===== src/rtl/sweep_checker_ctrl.sv =====
// Sweep checker: drives 3-bit vectors into a small gate network and
// compares its two responses against internally computed golden values.
module sweep_checker_ctrl #(
    parameter int unsigned SETTLE_CYC = 2
) (
    input  logic       clk,
    input  logic       rst,
    input  logic       start,
    input  logic       abort,
    input  logic       mode,
    input  logic [2:0] vec_sel,
    output logic       dut_a,
    output logic       dut_b,
    output logic       dut_c,
    input  logic       dut_x,
    input  logic       dut_y,
    output logic       busy,
    output logic       done,
    output logic       pass,
    output logic [3:0] err_cnt,
    output logic [2:0] first_fail_vec,
    output logic       first_fail_valid
);

    typedef enum logic [2:0] {
        IDLE,
        DRIVE,
        SETTLE,
        SAMPLE,
        DONE
    } state_t;

    localparam logic [3:0] SETTLE_LAST = 4'(SETTLE_CYC - 1);

    state_t     state;
    logic [2:0] idx;
    logic [3:0] cnt;
    logic       mode_q;
    logic       exp_x;
    logic       exp_y;
    logic       mismatch;

    assign exp_x    = ~(dut_c ^ (dut_a | dut_b));
    assign exp_y    = dut_a & dut_b;
    assign mismatch = (dut_x != exp_x) || (dut_y != exp_y);

    always_ff @(posedge clk) begin
        if (rst) begin
            state            <= IDLE;
            idx              <= 3'd0;
            cnt              <= 4'd0;
            mode_q           <= 1'b0;
            dut_a            <= 1'b0;
            dut_b            <= 1'b0;
            dut_c            <= 1'b0;
            busy             <= 1'b0;
            done             <= 1'b0;
            pass             <= 1'b0;
            err_cnt          <= 4'd0;
            first_fail_vec   <= 3'd0;
            first_fail_valid <= 1'b0;
        end else begin
            done <= 1'b0;
            unique case (state)
                IDLE: begin
                    if (start && !abort) begin
                        state            <= DRIVE;
                        busy             <= 1'b1;
                        err_cnt          <= 4'd0;
                        first_fail_valid <= 1'b0;
                        pass             <= 1'b0;
                        idx              <= mode ? vec_sel : 3'd0;
                        mode_q           <= mode;
                    end
                end
                DRIVE: begin
                    {dut_a, dut_b, dut_c} <= idx;
                    cnt                   <= 4'd0;
                    state                 <= SETTLE;
                end
                SETTLE: begin
                    if (cnt == SETTLE_LAST) begin
                        state <= SAMPLE;
                    end else begin
                        cnt <= cnt + 4'd1;
                    end
                end
                SAMPLE: begin
                    // the comparison is recorded even if abort ends the run here
                    if (mismatch) begin
                        err_cnt <= err_cnt + 4'd1;
                        if (!first_fail_valid) begin
                            first_fail_vec   <= idx;
                            first_fail_valid <= 1'b1;
                        end
                    end
                    if (mode_q || idx == 3'd7) begin
                        state <= DONE;
                        busy  <= 1'b0;
                    end else begin
                        idx   <= idx + 3'd1;
                        state <= DRIVE;
                    end
                end
                DONE: begin
                    if (!abort) begin
                        done <= 1'b1;
                        pass <= (err_cnt == 4'd0);
                    end
                    state <= IDLE;
                end
                default: state <= IDLE;
            endcase
            if (abort && state != IDLE) begin
                state                 <= IDLE;
                busy                  <= 1'b0;
                done                  <= 1'b0;
                {dut_a, dut_b, dut_c} <= 3'd0;
            end
        end
    end

endmodule


===== config.mk =====
export PLATFORM = sky130hd
export DESIGN_NAME = sweep_checker_ctrl
export DESIGN_NICKNAME = d
export VERILOG_FILES = /design/src/rtl/sweep_checker_ctrl.sv
export SDC_FILE = /design/constraint.sdc
export NUM_CORES = 1
export LEC_CHECK = 0
export CAP_MARGIN = 10
export CORE_AREA = 2 2 59 61
export DETAILED_ROUTE_END_ITERATION = 7
export DIE_AREA = 0 0 61 63
export SLEW_MARGIN = 10
export SYNTH_ARGS = -nofsm -noshare
export SYNTH_HDL_FRONTEND = slang
export SYNTH_SLANG_ARGS = --single-unit
export TNS_END_PERCENT = 50

===== constraint.sdc =====
create_clock -name clk -period 3.39 [get_ports clk]
set_clock_uncertainty 0.15 [all_clocks]
set_input_delay 0.678 -clock clk [delete_from_list [all_inputs] [get_ports clk]]
set_output_delay 0.678 -clock clk [all_outputs]
set_load 0.005 [all_outputs]

## Word level (Yosys, flattened, before mapping)

Cells that the tools add are included.

| operators by class | value |
|---|---|
| $add $sub $neg | 3 |
| eq/ne operators | 15 |
| mux-type cells | 22 |
| bitwise logic cells | 6 |
| reductions and logical operators | 21 |

Operator list:

| kind | count |
|---|---|
| 3-bit two-way mux | 6 |
| 4-bit one-hot mux with 2 select lines | 2 |
| 3-bit AND reduction | 5 |
| 2-bit != test, second input constant | 7 |
| 4-bit two-way mux | 3 |
| 3-bit one-hot mux with 4 select lines | 1 |
| 4-bit by 1-bit adder with 4-bit output, second input constant | 2 |
| 3-bit by 2-bit equality test with 1-bit output, second input constant | 2 |
| 3-bit equality test, second input constant | 2 |
| 1-bit two-way mux | 6 |
| 1-bit one-hot mux with 2 select lines | 3 |
| 3-bit one-hot mux with 2 select lines | 1 |
| 2-bit AND reduction | 3 |
| 2-bit nonzero test | 3 |
| 4-bit by 1-bit equality test with 1-bit output, second input constant | 1 |
| 4-bit logical NOT | 1 |
| 3-bit by 1-bit adder with 3-bit output, second input constant | 1 |
| 3-bit by 1-bit equality test with 1-bit output, second input constant | 1 |
| 3-bit logical NOT | 1 |
| 1-bit NOT | 3 |
| 3-bit nonzero test | 1 |
| 3-bit OR reduction | 1 |
| 1-bit logical AND | 2 |
| 1-bit logical OR | 2 |
| other kinds (6) | 7 |

| word-level totals | value |
|---|---|
| flip-flop bits (word level) | 25 |
| input bits | 10 |
| output and inout bits | 14 |

## Depth between registers and ports, before layout

Gate-level depths: netlist of the first run.

| logic depth | value |
|---|---|
| word-level depth | 7 |
| gate-level depth with buffers | 7 |

## Worst setup path after synthesis of the first run

Ideal clock, no wire load.

| timing path | value |
|---|---|
| kind | input port to flip-flop |
| start point | input port dut_x |
| end point | register err_cnt[2] |
| library setup time | 0.074 ns |
| data arrival time | 1.828 ns |
| data required time | 3.166 ns |
| path slack | 1.337 ns |
| cell stages on the path | 5 |
| buffers on the path | 0 |
| cell sequence | xnor2_1 > o41ai_2 > a21o_4 > or3b_1 > a31oi_1 |

| between the ends | value |
|---|---|
| cells in the longest elaborated chain, start to end | 4 |

RTL lines:

| what | RTL line | source |
|---|---|---|
| from (decl) | 15 | `input logic dut_x,` |
| 1-bit != test | 45 | `assign mismatch = (dut_x != exp_x) \|\| (dut_y != exp_y);` |
| 1-bit logical OR | 45 |  |
| 2-bit != test (no source line) | - |  |
| 3-bit AND reduction (no source line) | - |  |
| to (signal assigned) | 91 | `err_cnt <= err_cnt + 4'd1;` |
| to (decl) | 20 | `output logic [3:0] err_cnt,` |

Every way passes these cells.
A chain may end at the register's enable or synchronous reset.

## Worst setup path after layout of the first run

| timing path | value |
|---|---|
| start point | input port dut_x |
| end point | register err_cnt[3] |

Same word-level chain as after synthesis.

==> results of run 1 <==
how the worst min path moves through the flow:
| stage | endpoint | cells past startpoint | slack (ns) | startpoint |
|---|---|---|---|---|
| after floorplan | busy$_SDFFE_PP0P_ | 2 | 0.30 | busy$_SDFFE_PP0P_ |
| after global placement | busy$_SDFFE_PP0P_ | 2 | 0.30 | busy$_SDFFE_PP0P_ |
| final | busy$_SDFFE_PP0P_ | 2 | 0.33 | busy$_SDFFE_PP0P_ |
| after detailed placement | busy$_SDFFE_PP0P_ | 2 | 0.31 | busy$_SDFFE_PP0P_ |
| after global routing | busy$_SDFFE_PP0P_ | 2 | 0.37 | busy$_SDFFE_PP0P_ |
| after CTS | busy$_SDFFE_PP0P_ | 2 | 0.33 | busy$_SDFFE_PP0P_ |
metrics by stage:
step | instance area (um2) | std cells | total power [mW]
5_1_grt | 1520 | 208 | 0.512
3_5_place_dp | 1490 | 204 | 0.356
4_1_cts | 1520 | 208 | 0.493
2_1_floorplan | 1240 | 141 | 0.335
6_report | 1520 | 208 | 0.486
3_3_place_gp | 1490 | 204 | 0.356
cells in the final DEF (no fill, tap or decap), types with 2 or more instances in the layout:
| master | n |
|---|---|
| dfxtp_1 | 25 |
| clkdlybuf4s50_1 | 23 |
| nor2_1 | 19 |
| nand3_1 | 14 |
| a21oi_1 | 10 |
| nand2_1 | 10 |
| mux2i_1 | 8 |
| ha_1 | 6 |
| inv_1 | 5 |
| nand2b_1 | 4 |
| xnor2_1 | 4 |
| o21ai_0 | 4 |
| nor3b_1 | 3 |
| nor3_1 | 3 |
| clkbuf_4 | 3 |
| o21a_1 | 2 |
| a311oi_1 | 2 |
| or3b_1 | 2 |
| a31oi_1 | 2 |
state kept, by name (all words and copies together), names as in the netlist:
name / cells
busy: 1
cnt: 4
done: 1
dut_a: 1
dut_b: 1
dut_c: 1
err_cnt: 4
first_fail_valid: 1
first_fail_vec: 3
idx: 3
mode_q: 1
pass: 1
state: 3
final cells by class:
cell class                      instances  area [um2]
Fill cell                             328        1710
Multi-Input combinational cell        105         686
Sequential cell                        25         500
Timing Repair Buffer                   23         230
Tap cell                               46        57.6
Clock buffer                            3        22.5
Inverter                                5        18.8
Clock inverter                          1        5.00
logic make-up (layout without fill, tap and decap cells):
family / Yosys count / after routing / synth area share [%]
DFF: 25 / 25 / 40.5
xor gates and xnor gates: 4 / 4 / 2.83
adders and majority gates: 6 / 6 / 6.07
buffers and inverters: 11 / 32 / 4.05
and+or+nand+nor: 60 / 60 / 24.4
AOI/OAI and AO/OA: 26 / 26 / 14.8
muxes: 9 / 9 / 7.39
layer usage:
metal	wire length, um	global-route usage (%)	vias to the layer above
met5	0	0	-
met4	19	4.89	0
met3	76	2.48	2
met2	1160	22.7	12
met1	1400	22.7	503
li1	-	-	543
cells in the mapped netlist (all sizes together) (3+ instances only):
| library cell | n | area share, % |
|---|---|---|
| o21ai | 4 | 1.6 |
| inv | 5 | 1.5 |
| a21oi | 10 | 4.0 |
| dfxtp | 25 | 40 |
| buf | 3 | 1.6 |
| nand2 | 10 | 3.0 |
| nor2 | 19 | 5.8 |
| mux2i | 8 | 6.5 |
| nor3b | 4 | 2.8 |
| clkbuf | 3 | 0.91 |
| nor3 | 3 | 1.2 |
| ha | 6 | 6.1 |
| nand2b | 4 | 2.0 |
| xnor2 | 4 | 2.8 |
| nand3 | 14 | 5.7 |
worst max-delay path, delay by kind of cell:
family / cells / cell delay [ns]
compound gates: 3 / 0.56
buf+inv: 1 / 0.42
xor+xnor: 1 / 0.41
simple gates: 1 / 0.34
power by group through the flow:
stage / sequential [mW] / clock, mW / combinational (mW)
after CTS: 0.305 / 0.143 / 0.0450
after global placement: 0.312 / 0 / 0.0439
after floorplan: 0.308 / 0 / 0.0265
after global routing: 0.306 / 0.156 / 0.0498
final: 0.305 / 0.136 / 0.0449
after detailed placement: 0.312 / 0 / 0.0448
==> flow_metrics.env, run 1 <==
export IMPL_outcome="finished clean"
export IMPL_power_combinational_fraction_pct=9.2
export IMPL_fin_crit_ns=2.32
export IMPL_insertion_delay_ns=0.32
export IMPL_firstDrtPassIters=4
export IMPL_ir_worst_vdd_v=0.000139
export IMPL_cts_sinks=25
export IMPL_final_util_pct=47.0
export IMPL_synth_nets=157
export IMPL_postCtsHoldBufs=0
export IMPL_slowest_delay_ns=0.42
export IMPL_first_global_vias=999
export IMPL_rsz0062_at_grt="no"
export IMPL_antenna_found_initial=0
export IMPL_htree_levels=1
export IMPL_timing_hold_violations_final=0
export IMPL_power_per_cell_area_mw_per_mm2=320
export IMPL_swShare_pct=24.9
export IMPL_worst_hold_path_type="reg -> reg"
export IMPL_die_width_um=61
export IMPL_slew_viol_final=0
export IMPL_grt_pass1_wl_um=4600
export IMPL_first_iter_violations=29
export IMPL_async_flop_share_pct=0
export IMPL_critical_path_slowest_cell="clkdlybuf4s50_1"
export IMPL_ant_nets=0
export IMPL_path_class="in -> reg"
export IMPL_worstRegToRegCells=5
export IMPL_syn_inst=141
export IMPL_gp_congestion=0.694
export IMPL_pwr_share_clk_pct=28.0
export IMPL_synth_cell_types=32
export IMPL_max_freq_ghz=0.431
export IMPL_cts_made_buffers=3
export IMPL_reg2reg_setup_slack_ns=1.33
export IMPL_crit_path_max_fanout=9
export IMPL_drt_total_wl_um=2660
export IMPL_vias=1060
export IMPL_cp_endpoint="err_cnt[3]$_SDFFE_PP0P_"
export IMPL_p_int_mw=0.365
export IMPL_vias_per_cell=5.10
export IMPL_drv_cap=0
export IMPL_relSlewSlack_pct=49.2
export IMPL_place_ws_ns=0.740
export IMPL_ys_seq_area_share_pct=40.5
export IMPL_root_buffer="clkbuf_4"
export IMPL_crit_path_cell_trace="clkdlybuf4s50_1 -> xnor2_1 -> o41ai_2 -> a21o_4 -> or3_1 -> a31oi_1"
export IMPL_synth_edf_count=0
export IMPL_grt_max_degree=22
export IMPL_n_antenna_cell=0
export IMPL_io_buffers=23
export IMPL_seqPwrFrac_pct=62.8
export IMPL_setup_viol=0
export IMPL_cts_max_path_buffers=2
export IMPL_p_switching_mw=0.121
export IMPL_initial_core_util_pct=38.3
export IMPL_p_leak_nw=0.536
export IMPL_crit_arrival_ns=2.41
export IMPL_holdWs_ns=0.331
export IMPL_clk_pin_slew_ns=0.14
export IMPL_ys_flop_type="dfxtp_1"
export IMPL_fin_setup_tns_ns=0
export IMPL_timing_rr_start="state[1]$_SDFFE_PP0P_"
export IMPL_ys_warn_count=0
export IMPL_ys_seq_elements=25
export IMPL_num_rows=21
export IMPL_post_cts_buffers=0
export IMPL_synth_area_per_cell_um2=8.77
export IMPL_worst_slew_pin_slew_ns=0.759
export IMPL_wire_per_inst_um=12.8
export IMPL_gr_usage_all_layers_pct=15.5
export IMPL_num_io_pins=24
export IMPL_die_h_um=63
export IMPL_hpwl_um=1960
export IMPL_cp_startpoint="dut_x"
export IMPL_cp_start_kind="input port"
export IMPL_critPathRequiredTime_ns=3.48
export IMPL_endpoint_kind="flop"
export IMPL_cts_tree="done"
export IMPL_drc_errors=0
export IMPL_netlist_area_mm2=0.00124
export IMPL_coreArea_mm2=0.00323
export IMPL_grt_overflow=0
export IMPL_die_area_mm2=0.00384
export IMPL_cts_resized=0
export IMPL_layout_nets=179
export IMPL_syn2layout_area_growth_pct=23.0
export IMPL_r2r_end="err_cnt[3]$_SDFFE_PP0P_"
export IMPL_period_share_pct=68.4
export IMPL_drive_gt1_share_pct=5.56
export IMPL_worst_slack_ns=1.07
(Power assumes the default switching activity.)
==> run 2: changes to the inputs <==
==> constraint.sdc (replaced) <==
create_clock -name clk -period 2.3 [get_ports clk]
set_clock_uncertainty 0.15 [all_clocks]
set_input_delay 0.46 -clock clk [delete_from_list [all_inputs] [get_ports clk]]
set_output_delay 0.46 -clock clk [all_outputs]
set_load 0.005 [all_outputs]
==> run 2 against run 1 <==
Hold slack worse by 0.0083 ns. Cell count up 2.9%. Count of clock-buffer cells in the layout unchanged. Sequential cell count unchanged. Non-clock buffer count up 6. Register-to-register slack worse by 0.83 ns. Die area unchanged. First-iteration DRC count up 14%. Sequential share of layout area down 0.95 points. Wire length down 5.4%. Via count down 1.0%. Total power up 46%.
==> flow_metrics.env, run 2 (synthesized netlist as in run 1, its figures left out) <==
export IMPL_top_usage_layer="met1"
export IMPL_outcome="finished clean"
export IMPL_drv_cap=0
export IMPL_fin_setup_tns_ns=0
export IMPL_instances_no_fill=214
export IMPL_worst_slew_pin_slew_ns=0.477
export IMPL_antenna_found_initial=0
export IMPL_cts_sinks=25
export IMPL_ir_worst_vdd_v=0.000260
export IMPL_max_freq_ghz=0.507
export IMPL_cts_made_buffers=3
export IMPL_final_util_pct=48.4
export IMPL_path_class="in -> reg"
export IMPL_final_cell_mix="dfxtp_1 (25), clkdlybuf4s50_1 (23), nor2_1 (19)"
export IMPL_firstDrtPassIters=4
export IMPL_drive_gt1_share_pct=8.93
export IMPL_cts_tree="done"
export IMPL_syn2layout_area_growth_pct=26.6
export IMPL_die_h_um=63
export IMPL_drc_errors=0
export IMPL_final_cell_area_mm2=0.00157
export IMPL_fillers=317
export IMPL_cts_max_path_buffers=2
export IMPL_timing_hold_violations_final=0
export IMPL_gr_usage_all_layers_pct=13.9
export IMPL_insertion_delay_ns=0.31
export IMPL_n_antenna_cell=0
export IMPL_die_width_um=61
export IMPL_place_ws_ns=0.00647
export IMPL_hpwl_um=1930
export IMPL_holdWs_ns=0.323
export IMPL_power_mw=0.710
export IMPL_post_dp_cell_area_mm2=0.00154
export IMPL_worst_slack_ns=0.328
export IMPL_grt_max_degree=15
export IMPL_power_per_cell_area_mw_per_mm2=453
export IMPL_num_rows=21
export IMPL_root_buffer="clkbuf_4"
export IMPL_first_iter_violations=33
export IMPL_period_share_pct=85.7
export IMPL_layout_nets=185
export IMPL_rsz0062_at_grt="no"
export IMPL_crit_arrival_ns=2.07
export IMPL_p_leak_nw=0.566
export IMPL_drt_total_wl_um=2520
export IMPL_postCtsHoldBufs=0
export IMPL_ant_nets=0
export IMPL_place_inst=210
export IMPL_wire_per_inst_um=11.8
export IMPL_htree_levels=1
export IMPL_grt_overflow=0
export IMPL_endpoint_kind="flop"
export IMPL_grt_use_met1_pct=21.4
export IMPL_die_area_mm2=0.00384
export IMPL_fin_crit_ns=1.97
export IMPL_gp_congestion=0.762
export IMPL_cp_start_kind="input port"
export IMPL_use_met2_pct=18.5
export IMPL_relSlewSlack_pct=68.0
export IMPL_first_global_vias=943
export IMPL_worst_hold_path_type="reg -> reg"
export IMPL_vias=1049
export IMPL_clk_pin_slew_ns=0.14
export IMPL_mostFrequentLayoutCell="dfxtp_1"
export IMPL_vias_per_cell=4.90
export IMPL_num_io_pins=24
export IMPL_crit_path_max_fanout=9
export IMPL_reg_largest_list="cnt: 4 flops, err_cnt: 4 flops"
export IMPL_coreArea_mm2=0.00323
export IMPL_cts_resized=0
export IMPL_critPathRequiredTime_ns=2.39
export IMPL_initial_core_util_pct=38.3
export IMPL_met3_usage_pct=2.69
export IMPL_grt_pass1_wl_um=4180
export IMPL_setup_viol=0
export IMPL_post_cts_buffers=0
export IMPL_slew_viol_final=0
export IMPL_io_buffers=23
## run 2: power by group
group	internal [mW]	switching [mW]
clock network	0.0649	0.125
logic	0.0376	0.0353
registers	0.440	0.00695
## run 2: routing by layer
layer / up-vias / wire (um)
met5: - / 0
met4: 0 / 19
met3: 2 / 86
met2: 16 / 1110
met1: 482 / 1300
li1: 549 / -
## run 2: critical path, stage by stage
cell and delay [ns]:
clkdlybuf4s50_1 0.47, xnor2_1 0.15, a21o_1 0.22, a21o_4 0.25, or3b_1 0.35, a31oi_1 0.15
## run 2: worst paths after layout
path	start	to	slack [ns]	cells past startpoint
max	dut_y	err_cnt[2]$_SDFFE_PP0P_	0.33	6
min	busy$_SDFFE_PP0P_	busy$_SDFFE_PP0P_	0.32	2
max reg2reg	state[2]$_SDFFE_PP0P_	err_cnt[2]$_SDFFE_PP0P_	0.50	5
min reg2reg	busy$_SDFFE_PP0P_	busy$_SDFFE_PP0P_	0.32	2
## run 2: cell type report
cell class                      instances  area [um2]  share of cell area [%]
Multi-Input combinational cell        105         686                    43.8
Clock inverter                          1        5.00                   0.320
Tap cell                               46        57.6                    3.68
Inverter                                5        18.8                    1.20
Sequential cell                        25         500                    32.0
Clock buffer                            3        22.5                    1.44
Timing Repair Buffer                   29         275                    17.6
